<file path="config.mk">
export PLATFORM = sky130hd
export DESIGN_NAME = sync_valid_ready_fifo
export DESIGN_NICKNAME = d
export VERILOG_FILES = /design/src/rtl/fifo_storage_array.sv /design/src/rtl/sync_valid_ready_fifo.sv
export SDC_FILE = /design/constraint.sdc
export NUM_CORES = 1
export LEC_CHECK = 0
export ABC_CLOCK_PERIOD_IN_PS = 2000
export BUFFER_PORTS_ARGS = -buffer_cell sky130_fd_sc_hd__buf_2
export CORE_ASPECT_RATIO = 2
export CORE_MARGIN = 2
export CORE_UTILIZATION = 50
export CTS_BUF_LIST = sky130_fd_sc_hd__clkbuf_4 sky130_fd_sc_hd__clkbuf_8 sky130_fd_sc_hd__clkbuf_16
export DETAILED_ROUTE_END_ITERATION = 8
export PLACE_DENSITY = 0.74
export SLEW_MARGIN = 20
export SYNTH_ARGS = -nofsm -noshare
export SYNTH_HDL_FRONTEND = slang
export SYNTH_HIERARCHICAL = 1
export SYNTH_SLANG_ARGS = --single-unit
</file>
<file path="constraint.sdc">
create_clock -name clk -period 2 [get_ports clk]
set_input_delay 0.3 -clock clk [delete_from_list [all_inputs] [get_ports clk]]
set_output_delay 0.3 -clock clk [all_outputs]
set_load 0.02 [all_outputs]
</file>
<file path="src/rtl/fifo_storage_array.sv">
// Purpose: depth x width register file, one write port, one combinational read port.
// Latency: write lands on the clock edge; read data follows raddr with no register.
// Backpressure: none; the owner decides when to write and which entry to read.
module fifo_storage_array #(
    parameter int width = 8,
    parameter int depth = 4
) (
    input  logic                     clk,
    input  logic                     reset,
    input  logic                     we,
    input  logic [$clog2(depth)-1:0] waddr,
    input  logic [width-1:0]         wdata,
    input  logic [$clog2(depth)-1:0] raddr,
    output logic [width-1:0]         rdata
);

    logic [width-1:0] mem [depth];

    // Clear every entry on reset so the read port is never X; otherwise write one entry.
    always_ff @(posedge clk) begin
        if (reset) begin
            for (int i = 0; i < depth; i++) begin
                mem[i] <= '0;
            end
        end else if (we) begin
            mem[waddr] <= wdata;
        end
    end

    assign rdata = mem[raddr];

endmodule

</file>
<file path="src/rtl/sync_valid_ready_fifo.sv">
// Purpose: first-word-fall-through FIFO between a valid/ready producer and consumer.
// Latency: a word pushed at edge k is on out_data with out_valid high from edge k on.
// Backpressure: in_ready drops only when full; it never looks at out_ready.
module sync_valid_ready_fifo #(
    parameter int width = 8,
    parameter int depth = 4
) (
    input  logic                       clk,
    input  logic                       reset,
    input  logic                       in_valid,
    output logic                       in_ready,
    input  logic [width-1:0]           in_data,
    output logic                       out_valid,
    input  logic                       out_ready,
    output logic [width-1:0]           out_data,
    output logic [$clog2(depth):0]     count
);

    localparam int ptr_w = $clog2(depth);
    localparam int cnt_w = ptr_w + 1;

    // Pointer wrap relies on depth being a power of two.
    if (depth < 2 || (depth & (depth - 1)) != 0) begin : g_bad_depth
        $error("sync_valid_ready_fifo: depth must be a power of two and at least 2");
    end
    if (width < 1) begin : g_bad_width
        $error("sync_valid_ready_fifo: width must be at least 1");
    end

    logic [ptr_w-1:0] wr_ptr;
    logic [ptr_w-1:0] rd_ptr;
    logic [cnt_w-1:0] cnt_q;
    logic             push;
    logic             pop;

    // Full/empty come from the counter alone; pointer equality is ambiguous.
    assign in_ready  = (cnt_q != cnt_w'(depth));
    assign out_valid = (cnt_q != '0);
    assign count     = cnt_q;

    assign push = in_valid && in_ready;
    assign pop  = out_valid && out_ready;

    // Advance pointers on their own handshakes and track occupancy; reset wins.
    always_ff @(posedge clk) begin
        if (reset) begin
            wr_ptr <= '0;
            rd_ptr <= '0;
            cnt_q  <= '0;
        end else begin
            if (push) begin
                wr_ptr <= wr_ptr + ptr_w'(1);
            end
            if (pop) begin
                rd_ptr <= rd_ptr + ptr_w'(1);
            end
            case ({push, pop})
                2'b10:   cnt_q <= cnt_q + cnt_w'(1);
                2'b01:   cnt_q <= cnt_q - cnt_w'(1);
                default: cnt_q <= cnt_q;
            endcase
        end
    end

    fifo_storage_array #(
        .width (width),
        .depth (depth)
    ) u_storage (
        .clk   (clk),
        .reset (reset),
        .we    (push),
        .waddr (wr_ptr),
        .wdata (in_data),
        .raddr (rd_ptr),
        .rdata (out_data)
    );

endmodule

</file>
---- After elaboration in Yosys (flattened, before gate mapping) ----
Memories as Yosys holds them, arrays and structs flattened. A register that Yosys moved wholly into a read port is not among the register bits.
Index checks and enable logic that the tools add are counted.
operators by class
  add/sub/neg operators ................... 4
  eq/ne operators ......................... 3
  muxes and demuxes ....................... 11
  reduce and logical (&&, ||, !) cells .... 5
operators with widths
  kind                                                                    count
  8-bit two-way mux                                                       1
  8-bit OR reduction                                                      1
  1-bit two-way mux                                                       6
  2-bit two-way mux                                                       3
  3-bit case mux with 2 select lines                                      1
  2-bit by 1-bit adder with 2-bit output (second input constant)          2
  3-bit by 1-bit adder with 3-bit output (second input constant)          1
  3-bit != test (second input constant)                                   1
  3-bit nonzero test                                                      1
  3-bit by 1-bit subtractor with 3-bit output (second input constant)     1
  2-bit by 1-bit equality test with 1-bit output (second input constant)  1
  2-bit equality test (second input constant)                             1
  1-bit logical AND                                                       2
  2-bit nonzero test                                                      1
storage, ports and cells
  bits in registers ....................... 7
  bits in writable memories ............... 32
  bits of input ports ..................... 12
  output and inout bits ................... 13
  word-level logic and storage cells ...... 27
  memories kept ........................... 1
memories
  memory         depth  bits a word  rd ports  clocked after Yosys merged registers in  wr ports  line                      RTL
  u_storage.mem  4      8            1         1                                        4         fifo_storage_array.sv:17  logic [width-1:0] mem [depth];

---- Depth between registers and ports, before layout ----
Gate-level depths: netlist (run 1).
  word-level depth ........................ 7
  depth in mapped cells ................... 8
  mapped depth without buffers ............ 8

---- Cells and area by module ----
The synthesis (run 1) kept the hierarchy.
modules (own cells, without submodules)
  module                 times used  cells each  area an instance (um^2)  sequential area each (um^2)
  fifo_storage_array     1           84          1,475.2                  960.9
  sync_valid_ready_fifo  1           40          360.3                    140.1

---- Worst setup path after synthesis (run 1) ----
Ideal clock, no wire load.
  path type ............................... reg2reg
  start ................................... register cnt_q[2], in the netlist count[2]
  end ..................................... register cnt_q[2], in the netlist count[2]
  library setup time ...................... 0.070 ns
  data arrival time ....................... 2.314 ns
  data required time ...................... 1.930 ns
  path slack .............................. -0.384 ns
  stages on the path, launching flop included .. 9
  buffers on the path ..................... 0
  clock period less this slack ............ 2.384 ns
  path through ............................ dfxtp_1 > or3b_4 > nand2_1 > ha_1 > inv_1 > fa_1 > xor2_1 > or3_2 > a21oi_1
between the ends
  longest elaborated chain between the ends .. 4
  elaborated cells between the ends (all ways) .. 10
  those cells by class .................... add/sub: 2; eq/ne: 3; mux: 1; reduce/logical: 4
RTL lines
  element                                                                                line                         RTL
  start: declaration                                                                     sync_valid_ready_fifo.sv:32  logic [cnt_w-1:0] cnt_q;
  start signal: assignment                                                               sync_valid_ready_fifo.sv:58  2'b10: cnt_q <= cnt_q + cnt_w'(1);
  start signal: assignment                                                               sync_valid_ready_fifo.sv:59  2'b01: cnt_q <= cnt_q - cnt_w'(1);
  start signal: assignment                                                               sync_valid_ready_fifo.sv:60  default: cnt_q <= cnt_q;
  3-bit != test *                                                                        sync_valid_ready_fifo.sv:37  assign in_ready = (cnt_q != cnt_w'(depth));
  named net in_ready                                                                     sync_valid_ready_fifo.sv:11  output logic in_ready,
  1-bit logical AND *                                                                    sync_valid_ready_fifo.sv:41  assign push = in_valid && in_ready;
  2-bit by 1-bit equality test with 1-bit output or 2-bit equality test (tied branches)  sync_valid_ready_fifo.sv:57  case ({push, pop})
  3-bit case mux with 2 select lines or 2-bit nonzero test (tied branches)               -
The timed path passes the listed nets; every way through them passes the cells marked *.
A chain may end at the register's enable or synchronous reset.

---- Final worst setup path (run 1) ----
  start ................................... register cnt_q[1], in the netlist count[1]
  end ..................................... register cnt_q[2], in the netlist count[2]
between the ends
  longest elaborated chain between the ends .. 4
  elaborated cells between the ends (all ways) .. 10
  those cells by class .................... add/sub: 2; eq/ne: 3; mux: 1; reduce/logical: 4
RTL lines
  element                                                                                line
  3-bit != test or 3-bit nonzero test (tied branches)                                    sync_valid_ready_fifo.sv:37, sync_valid_ready_fifo.sv:38
  1-bit logical AND, on equally long branches                                            sync_valid_ready_fifo.sv:41, sync_valid_ready_fifo.sv:42
  2-bit by 1-bit equality test with 1-bit output or 2-bit equality test (tied branches)  sync_valid_ready_fifo.sv:57
  3-bit case mux with 2 select lines or 2-bit nonzero test (tied branches)               -
Several ways; a longest one is shown, not always the timed one.

==> results.json, run 1 <==
{
  "outcome": "finished, violations left",
  "violations": "setup timing",
  "skew_ns": 0.00241,
  "total_power_mw": 2.55,
  "yosys-top-cells-area": "edfxtp_1 52%, mux4_2 9.8%, and2_1 8.2%, dfxtp_1 7.6%, and2_2 3.3%",
  "finalWorstSetupSlack_ns": -0.0307,
  "wl_mm": 3.49,
  "yosys-top-cells-count": "32 x edfxtp_1, 24 x and2_1, 8 x and2_2, 8 x mux4_2",
  "antenna_found_initial": 0,
  "crit_required_ns": 2.21,
  "synth_area_per_cell_um2": 14.8,
  "area_growth_pct": 19.3,
  "overflow": 0,
  "grt_pass1_wl_mm": 5.49,
  "hold_start": "in_data[5]",
  "finalHoldViolCount": 0,
  "core_mm2": 0.00357,
  "tritoncts": "yes",
  "firstDrtPassIters": 4,
  "grt_max_degree": 18,
  "synthDistinctLibCells": 30,
  "wl_per_cell_um": 16.6,
  "slew_violations": 0,
  "setup_viol": 1,
  "critPathMaxStageDelay_ns": 0.41,
  "hold_depth": 2,
  "vias": 1142,
  "root_buffer": "clkbuf_8",
  "cp-start-kind": "register",
  "initial_utilization_pct": 51.4,
  "leakagePower_nw": 0.854,
  "path_cells": "or3b_4, nand2_4, ha_4, inv_2, fa_2, xor2_2, or3_4, a21oi_2",
  "clock_latency_ns": 0.28,
  "syn_nets": 138,
  "die_w_um": 46.8,
  "drt_iter0_drc": 22,
  "cp-end-kind": "register",
  "die_h_um": 89.7,
  "fin_nets": 174,
  "grt_pass1_vias": 1210,
  "vdd_ir_drop_max_mv": 0.894,
  "worst_slew_pin_slew_ns": 0.511,
  "slew_headroom_pct": 65.8,
  "period_share_pct": 102,
  "fin_crit_ns": 2.03,
  "rows": 31,
  "cts_max_path_buffers": 2,
  "worst_hold_slack_ns": 0.322,
  "path_clk_slew_ns": 0.07,
  "holdBufCountCts": 0,
  "highest_layer": "met4",
  "die_area_mm2": 0.00420,
  "cts_inserted_buffers": 5,
  "synth_cells": 124,
  "synthArstFlopShare_pct": 0,
  "ys.flop_type": "edfxtp_1",
  "synth_top_area_cell": "edfxtp_1",
  "ant_nets": 0,
  "avgViaCountPerCell": 5.44,
  "slowest_stage": "or3b_4",
  "r2r_slack_ns": -0.03,
  "post-dp-hpwl_mm": 2.48,
  "clkSinkCount": 39,
  "pin_count": 25,
  "m1WireLength_mm": 1.28,
  "synth_warnings": 6,
  "fin_tns_setup_ns": -0.0307,
  "fmax_ghz": 0.492,
  "hold_path.class": "in -> reg",
  "p_per_area_mw_per_mm2": 1160,
  "yosysMostFrequentCell": "edfxtp_1",
  "ys_seq_area_share_pct": 60.0,
  "r2r_end": "count[2]",
  "drc": 0,
  "regToRegStartpoint": "count[1]",
  "diodes": 0,
  "cp.arrival_ns": 2.24,
  "synth_area_mm2": 0.00184,
  "met3_length_um": 131,
  "critical_path_class": "reg -> reg",
  "gr-usage-all-layers_pct": 19.3,
  "met2_wirelength_mm": 1.92,
  "synth_top_area_share_pct": 52.4,
  "hold_end": "u_storage/mem[1][5]",
  "ff2ff_path_depth": 8,
  "cap_violations": 0,
  "h-tree-depth": 2,
  "rsz0062_at_grt": "yes",
  "portBuffers": 24,
  "drive_gt1_share_pct": 47.2,
  "synth_seq_cells": 39,
  "place.gp.congestion": 0.749,
  "synth-edff-count": 32,
  "crit_fanout": 2
}
sequential cells by signal (all words and copies together), names as in the netlist:
| name | count |
|---|---|
| u_storage/mem | 32 |
| count | 3 |
| rd_ptr | 2 |
| wr_ptr | 2 |
cell families (layout without fill, tap and decap cells):
family | after synthesis | after routing | synth area share (%)
AND/OR/NAND/NOR | 50 | 50 | 19.0
flip-flops | 39 | 39 | 60.0
AO/OA/AOI/OAI | 12 | 12 | 5.18
buffers and inverters | 9 | 46 | 2.32
multiplexers | 8 | 8 | 9.82
XOR/XNOR | 4 | 4 | 1.91
adder cells (fa/ha/maj) | 2 | 2 | 1.77
cells in the final DEF, fill, tap and decap left out, types with 4 or more instances in the layout:
cell	n
edfxtp_1	32
buf_2	24
and2_1	24
buf_4	8
mux4_2	8
and2_2	8
nor2_1	7
inv_1	5
clkbuf_8	5
dfxtp_1	4
through the flow:
step / cell area (um^2) / util [%] / instances / setup WS [ns]
after detailed placement: 2080 / 58.3 / 201 / -0.0477
after global routing: 2190 / 61.4 / 210 / -0.0860
final: 2190 / 61.4 / 210 / -0.0307
after CTS: 2190 / 61.4 / 210 / -0.0350
after floorplan: 1870 / - / 124 / -0.0824
after global placement: 2080 / 58.3 / 201 / 0.0516
worst max-delay path, delay by kind of cell, from the launching register on:
kind,cells,cell delay (ns)
buf+inv,1,0.03
xor+xnor,1,0.16
fa+ha+maj,2,0.49
compound gates,1,0.12
flops,1,0.33
simple gates,3,0.83
where the power goes:
group	switching [mW]	total, mW	internal [mW]
logic	0.504	0.947	0.443
registers	0.0678	1.08	1.01
clock network	0.252	0.523	0.272
total	0.824	2.55	1.73
what timing repair did:
item | 4_1_cts | 5_1_grt
pin swaps | 4 | 0
setup endpoints to repair | 1 | 1
hold endpoints to repair | 0 | 0
resized for setup | 2 | 0
setup buffers | 1 | 0
metal layers:
| metal | up-vias | global-route usage, % |
|---|---|---|
| met5 | - | 0 |
| met1 | 562 | 18.8 |
| met3 | 16 | 3.80 |
| met4 | 0 | 12.4 |
| met2 | 38 | 34.4 |
| li1 | 526 | - |
cell type report:
cell class,count,area (um^2)
clock buffer,7,83.8
clock inverter,1,5.00
fill,306,1380
inverter,6,22.5
multi-input combinational,76,729
sequential,39,1110
tap,49,61.3
timing repair buffer,32,180
worst max path at each step:
| stage | from | endpoint | slack, ns | depth (start not counted) |
|---|---|---|---|---|
| 2_1_floorplan | count[2] | count[2] | -0.08 | 8 |
| 3_5_place_dp | count[2] | count[2] | -0.05 | 8 |
| 3_3_place_gp | count[2] | count[2] | 0.05 | 8 |
| 5_1_grt | count[1] | count[2] | -0.09 | 8 |
| 4_1_cts | count[2] | count[2] | -0.04 | 8 |
| 6_report | count[1] | count[2] | -0.03 | 8 |
No activity file was read; power rests on OpenSTA's default activity.
==> inputs of run 2 (changes only) <==
--- a/config.mk
+++ b/config.mk
@@ -6,13 +6,13 @@
 export NUM_CORES = 1
 export LEC_CHECK = 0
 export ABC_CLOCK_PERIOD_IN_PS = 2000
-export BUFFER_PORTS_ARGS = -buffer_cell sky130_fd_sc_hd__buf_2
 export CORE_ASPECT_RATIO = 2
 export CORE_MARGIN = 2
-export CORE_UTILIZATION = 50
+export CORE_UTILIZATION = 55
 export CTS_BUF_LIST = sky130_fd_sc_hd__clkbuf_4 sky130_fd_sc_hd__clkbuf_8 sky130_fd_sc_hd__clkbuf_16
 export DETAILED_ROUTE_END_ITERATION = 8
-export PLACE_DENSITY = 0.74
+export DONT_BUFFER_PORTS = 1
+export PLACE_DENSITY = 0.73
 export SLEW_MARGIN = 20
 export SYNTH_ARGS = -nofsm -noshare
 export SYNTH_HDL_FRONTEND = slang
==> run 2 against run 1 <==
  * The flow still finishes with violations (setup timing)
  * Sequential share of layout area is 2.5 points higher
  * Clock skew is 0.0018 ns higher
  * Non-clock buffer count is 22 lower
  * Flip-flop and latch count stayed put
  * Register-to-register slack better by 0.03 ns
  * Global-route usage hardly changed
  * Sequential power hardly changed
  * First-iteration DRC count is 4.5% lower
  * Total power is 0.76% higher
  * Die area is 8.5% lower
  * Utilization is 4.0 points higher
  * Combinational power is 13% lower
  * Critical endpoint unchanged
  * Highest routed layer unchanged
==> results.json, run 2 (synthesized netlist as in run 1, its figures left out) <==
{
  "outcome": "finished, violations left",
  "violations": "setup timing",
  "wl_per_cell_um": 18.9,
  "fin_crit_ns": 2.01,
  "final_common_cell": "edfxtp_1",
  "setup_viol": 1,
  "cp-end-kind": "register",
  "drc": 0,
  "avgViaCountPerCell": 5.90,
  "fin_tns_setup_ns": -0.00522,
  "crit_fanout": 2,
  "path_clk_slew_ns": 0.07,
  "finalWorstSetupSlack_ns": -0.00522,
  "design_area_mm2": 0.00209,
  "place.gp.congestion": 0.691,
  "slew_headroom_pct": 66.1,
  "cts_max_path_buffers": 2,
  "die_area_mm2": 0.00384,
  "overflow": 0,
  "utilization_pct": 65.4,
  "cp-start-kind": "register",
  "portBuffers": 0,
  "met2_wirelength_mm": 1.90,
  "m1WireLength_mm": 1.10,
  "tritoncts": "yes",
  "cap_violations": 0,
  "firstDrtPassIters": 4,
  "vdd_ir_drop_max_mv": 0.795,
  "fill_cells": 252,
  "core_mm2": 0.00319,
  "fin_nets": 152,
  "root_buffer": "clkbuf_8",
  "rows": 29,
  "post-dp-hpwl_mm": 2.26,
  "finalHoldViolCount": 0,
  "largest_reg_flops": 32,
  "holdBufCountCts": 0,
  "antenna_found_initial": 0,
  "drive_gt1_share_pct": 38.8,
  "die_h_um": 85.7,
  "leakagePower_nw": 0.772,
  "period_share_pct": 100,
  "worst_slew_pin_slew_ns": 0.506,
  "placed_area_mm2": 0.00194,
  "p_per_area_mw_per_mm2": 1230,
  "clkSinkCount": 39,
  "top_register": "u_storage/mem",
  "fmax_ghz": 0.499,
  "gr-usage-all-layers_pct": 19.3,
  "met3_length_um": 154,
  "wl_mm": 3.22,
  "final-seq-area_mm2": 0.00111,
  "total_power_mw": 2.57,
  "most-common-layout-cells": "32 x edfxtp_1, 24 x and2_1, 10 x buf_4",
  "clock_latency_ns": 0.29,
  "ant_nets": 0,
  "slew_violations": 0,
  "diodes": 0,
  "grt_pass1_wl_mm": 5.09,
  "crit_required_ns": 2.22,
  "worst_hold_slack_ns": 0.0576,
  "pin_count": 25,
  "cp.arrival_ns": 2.23,
  "rsz0062_at_grt": "yes",
  "area_growth_pct": 13.7,
  "h-tree-depth": 2,
  "drt_iter0_drc": 21,
  "critical_path_class": "reg -> reg",
  "grt_pass1_vias": 1095,
  "highest_layer": "met4",
  "die_w_um": 44.9,
  "initial_utilization_pct": 57.5,
  "cts_inserted_buffers": 5,
  "skew_ns": 0.00417,
  "hold_path.class": "in -> reg",
  "multi_input_area_um2": 726,
  "grt_max_degree": 18,
  "vias": 1003
}
## run 2: path summary, 6_finish.rpt
check	depth (start not counted)	startpoint	endpoint	slack [ns]
max	8	count[2]	count[2]	-0.005
min	1	reset	count[2]	0.06
max reg2reg	8	count[2]	count[2]	-0.005
min reg2reg	2	rd_ptr[0]	rd_ptr[0]	0.56
## run 2: final cells by class
type / count / share of cell area, %
sequential: 39 / 53.1
timing repair buffer: 10 / 3.60
inverter: 6 / 1.08
clock buffer: 6 / 3.96
clock inverter: 2 / 1.68
tap: 31 / 1.86
multi-input combinational: 76 / 34.8
## run 2: critical path, stage by stage, from the launching register on
cell and delay, ns:
dfxtp_4 0.34, or3b_4 0.39, nand2_4 0.08, ha_4 0.13, inv_2 0.03, fa_2 0.33, xor2_1 0.16, or3_4 0.34
a21oi_2 0.13
## run 2: where the power goes
group / internal [mW] / switching (mW) / total [mW] / leakage (nW)
Clock: 0.403 / 0.262 / 0.665 / 0.0612
Sequential: 1.01 / 0.0674 / 1.08 / 0.394
Combinational: 0.369 / 0.456 / 0.825 / 0.317
Total: 1.78 / 0.785 / 2.57 / 0.772
## run 2: per-layer routing
layer | track usage, % | up-vias
li1 | - | 483
met1 | 17.3 | 491
met2 | 36.0 | 24
met3 | 6.11 | 5
met4 | 9.09 | 0
met5 | 0 | -
## run 2: what timing repair did
| item | CTS | global route |
|---|---|---|
| setup buffers | 2 | 1 |
| resized for setup | 2 | 0 |
| pin swaps | 6 | 2 |
| endpoints found under the setup margin | 1 | 1 |
## run 2: through the flow
stage / std cells / setup WS [ns]
final: 170 / -0.00522
after global routing: 170 / -0.0257
after CTS: 169 / -0.0280
after detailed placement: 159 / -0.0505
after global placement: 159 / 0.0511
after floorplan: 124 / -0.0824
==> inputs of run 3 (changes only) <==
--- a/config.mk
+++ b/config.mk
@@ -13,6 +13,7 @@
 export DETAILED_ROUTE_END_ITERATION = 8
 export DONT_BUFFER_PORTS = 1
 export PLACE_DENSITY = 0.73
+export REMOVE_ABC_BUFFERS = 1
 export SLEW_MARGIN = 20
 export SYNTH_ARGS = -nofsm -noshare
 export SYNTH_HDL_FRONTEND = slang
==> run 3 against run 2 <==
  * The flow still finishes with violations (setup timing)
  * Flip-flop and latch count did not move
  * Cell count unchanged
  * Critical path depth stayed put
  * Routed wire length up 6.1%
  * Die area unchanged
  * Count of clock-buffer cells in the layout did not move
  * Clock power fell by 24%
  * First-iteration DRC count is 100% higher
  * Sequential share of layout area rose by 0.86 points
  * Maximum frequency shrank 3.4%
  * Sequential power about the same
==> results.json, run 3 (synthesized netlist as in run 1, its figures left out) <==
{
  "ff2ff_path_depth": 8,
  "drc": 0,
  "worst_slew_pin_slew_ns": 0.484,
  "regToRegStartpoint": "count[2]",
  "tritoncts": "yes",
  "r2r_end": "count[2]",
  "initial_utilization_pct": 57.5,
  "p_int_mw": 1.63,
  "root_buffer": "clkbuf_8",
  "critical_path_buf_inv_count": 1,
  "area_growth_pct": 11.4,
  "slowest_stage": "or3b_4",
  "slew_headroom_pct": 67.6,
  "diodes": 0,
  "final_common_cell": "edfxtp_1",
  "antenna_found_initial": 0,
  "gr-usage-all-layers_pct": 19.9,
  "p_per_area_mw_per_mm2": 1190,
  "cts_inserted_buffers": 5,
  "die_area_mm2": 0.00384,
  "p_sw_share_pct": 32.9,
  "portBuffers": 0,
  "grt_pass1_wl_mm": 5.20,
  "seqPwrFrac_pct": 44.5,
  "wl_per_cell_um": 20.1,
  "crit_fanout": 2,
  "fmax_ghz": 0.481,
  "fin_crit_ns": 2.08,
  "cp-end-kind": "register",
  "cts_max_path_buffers": 2,
  "utilization_pct": 64.0,
  "pin_count": 25,
  "finalHoldViolCount": 0,
  "rows": 29,
  "r2r_slack_ns": -0.08,
  "total_power_mw": 2.42,
  "p_sw_uw": 796,
  "grt_max_degree": 18,
  "wl_mm": 3.41,
  "setup_viol": 1,
  "top_register": "u_storage/mem",
  "hold_depth": 1,
  "core_mm2": 0.00319,
  "critPathMaxStageDelay_ns": 0.41,
  "avgViaCountPerCell": 6.03,
  "post-dp-hpwl_mm": 2.42,
  "worst_hold_slack_ns": 0.0633,
  "finalWorstSetupSlack_ns": -0.0768,
  "firstDrtPassIters": 4,
  "cp.arrival_ns": 2.30,
  "path_clk_slew_ns": 0.07,
  "grt_pass1_vias": 1085,
  "overflow": 0,
  "outcome": "finished, violations left",
  "largest_reg_flops": 32,
  "critical_path_class": "reg -> reg",
  "drive_gt1_share_pct": 34.5,
  "path_cells": "or3b_4, nand2_4, ha_4, inv_1, fa_2, xor2_1, or3_4, a21oi_2",
  "clkSinkCount": 39,
  "hold_path.class": "in -> reg",
  "hold_start": "reset",
  "violations": "setup timing",
  "vias": 1025,
  "holdBufCountCts": 0,
  "cp-start-kind": "register",
  "hold_end": "count[2]",
  "die_h_um": 85.7,
  "leakagePower_nw": 0.753,
  "rsz0062_at_grt": "yes",
  "period_share_pct": 104,
  "slew_violations": 0,
  "pwr-share-comb_pct": 34.8,
  "drt_iter0_drc": 42,
  "h-tree-depth": 2,
  "cap_violations": 0,
  "ant_nets": 0,
  "clock_latency_ns": 0.29,
  "skew_ns": 0.00608,
  "fin_nets": 152,
  "fill_cells": 252,
  "die_w_um": 44.9,
  "crit_required_ns": 2.22,
  "most-common-layout-cells": "32 x edfxtp_1, 24 x and2_1, 10 x buf_4",
  "pwr-share-clk_pct": 20.7,
  "cp_top_family": "simple AND/OR/NAND/NOR gates",
  "vdd_ir_drop_max_mv": 0.843,
  "place.gp.congestion": 0.682
}
[run 3: worst register-to-register path, cell delays in order (launching register included)]
cell and delay [ns]:
dfxtp_2 0.34, or3b_4 0.41, nand2_4 0.09, ha_4 0.13, inv_1 0.05, fa_2 0.34
xor2_1 0.17, or3_4 0.34, a21oi_2 0.13
[run 3: per-layer routing]
metal	GRT usage, %	up-vias	routed length (um)
met1	18.3	511	1160
met4	7.22	0	38
met2	37.2	29	2010
met5	0	-	0
met3	7.58	4	203
li1	-	481	-
[run 3: power by group through the flow]
| stage | Sequential [mW] | Combinational [mW] | Clock (mW) |
|---|---|---|---|
| floorplan | 1.15 | 0.515 | 0 |
| global placement | 1.08 | 0.756 | 0 |
| detailed placement | 1.09 | 0.791 | 0 |
| CTS | 1.08 | 0.841 | 0.506 |
| global route | 1.09 | 0.897 | 0.546 |
| finish | 1.08 | 0.843 | 0.503 |
[run 3: how the worst max path moves through the flow]
| stage | startpoint | slack, ns | depth (start not counted) | to |
|---|---|---|---|---|
| floorplan | count[2] | -0.38 | 8 | count[2] |
| global placement | count[0] | -0.08 | 8 | count[2] |
| detailed placement | count[2] | -0.28 | 8 | count[2] |
| CTS | count[2] | -0.04 | 8 | count[2] |
| global route | count[2] | -0.12 | 8 | count[2] |
| finish | count[2] | -0.08 | 8 | count[2] |
[run 3: final cells by class]
class	instances	area, um^2	area share [%]
clock buffer	6	76.3	3.73
clock inverter	2	7.51	0.367
inverter	6	22.5	1.10
multi-input combinational	76	722	35.3
sequential	39	1100	53.9
tap	31	38.8	1.90
timing repair buffer	10	75.1	3.67
[run 3: timing repair]
action | 4_1_cts | 5_1_grt
gates cloned | 0 | 0
pin swaps | 1 | 0
setup buffers | 1 | 0
gates resized for setup | 8 | 0
endpoints found under the setup margin | 1 | 1
[run 3: through the flow]
stage / TNS [ns] / setup WS [ns] / std cells / area (um^2)
2_1_floorplan: -0.423 / -0.384 / 121 / 1820
3_3_place_gp: -0.0848 / -0.0848 / 161 / 1920
3_5_place_dp: -0.279 / -0.279 / 161 / 1920
4_1_cts: -0.0394 / -0.0394 / 170 / 2040
5_1_grt: -0.116 / -0.116 / 170 / 2040
6_report: -0.0768 / -0.0768 / 170 / 2040
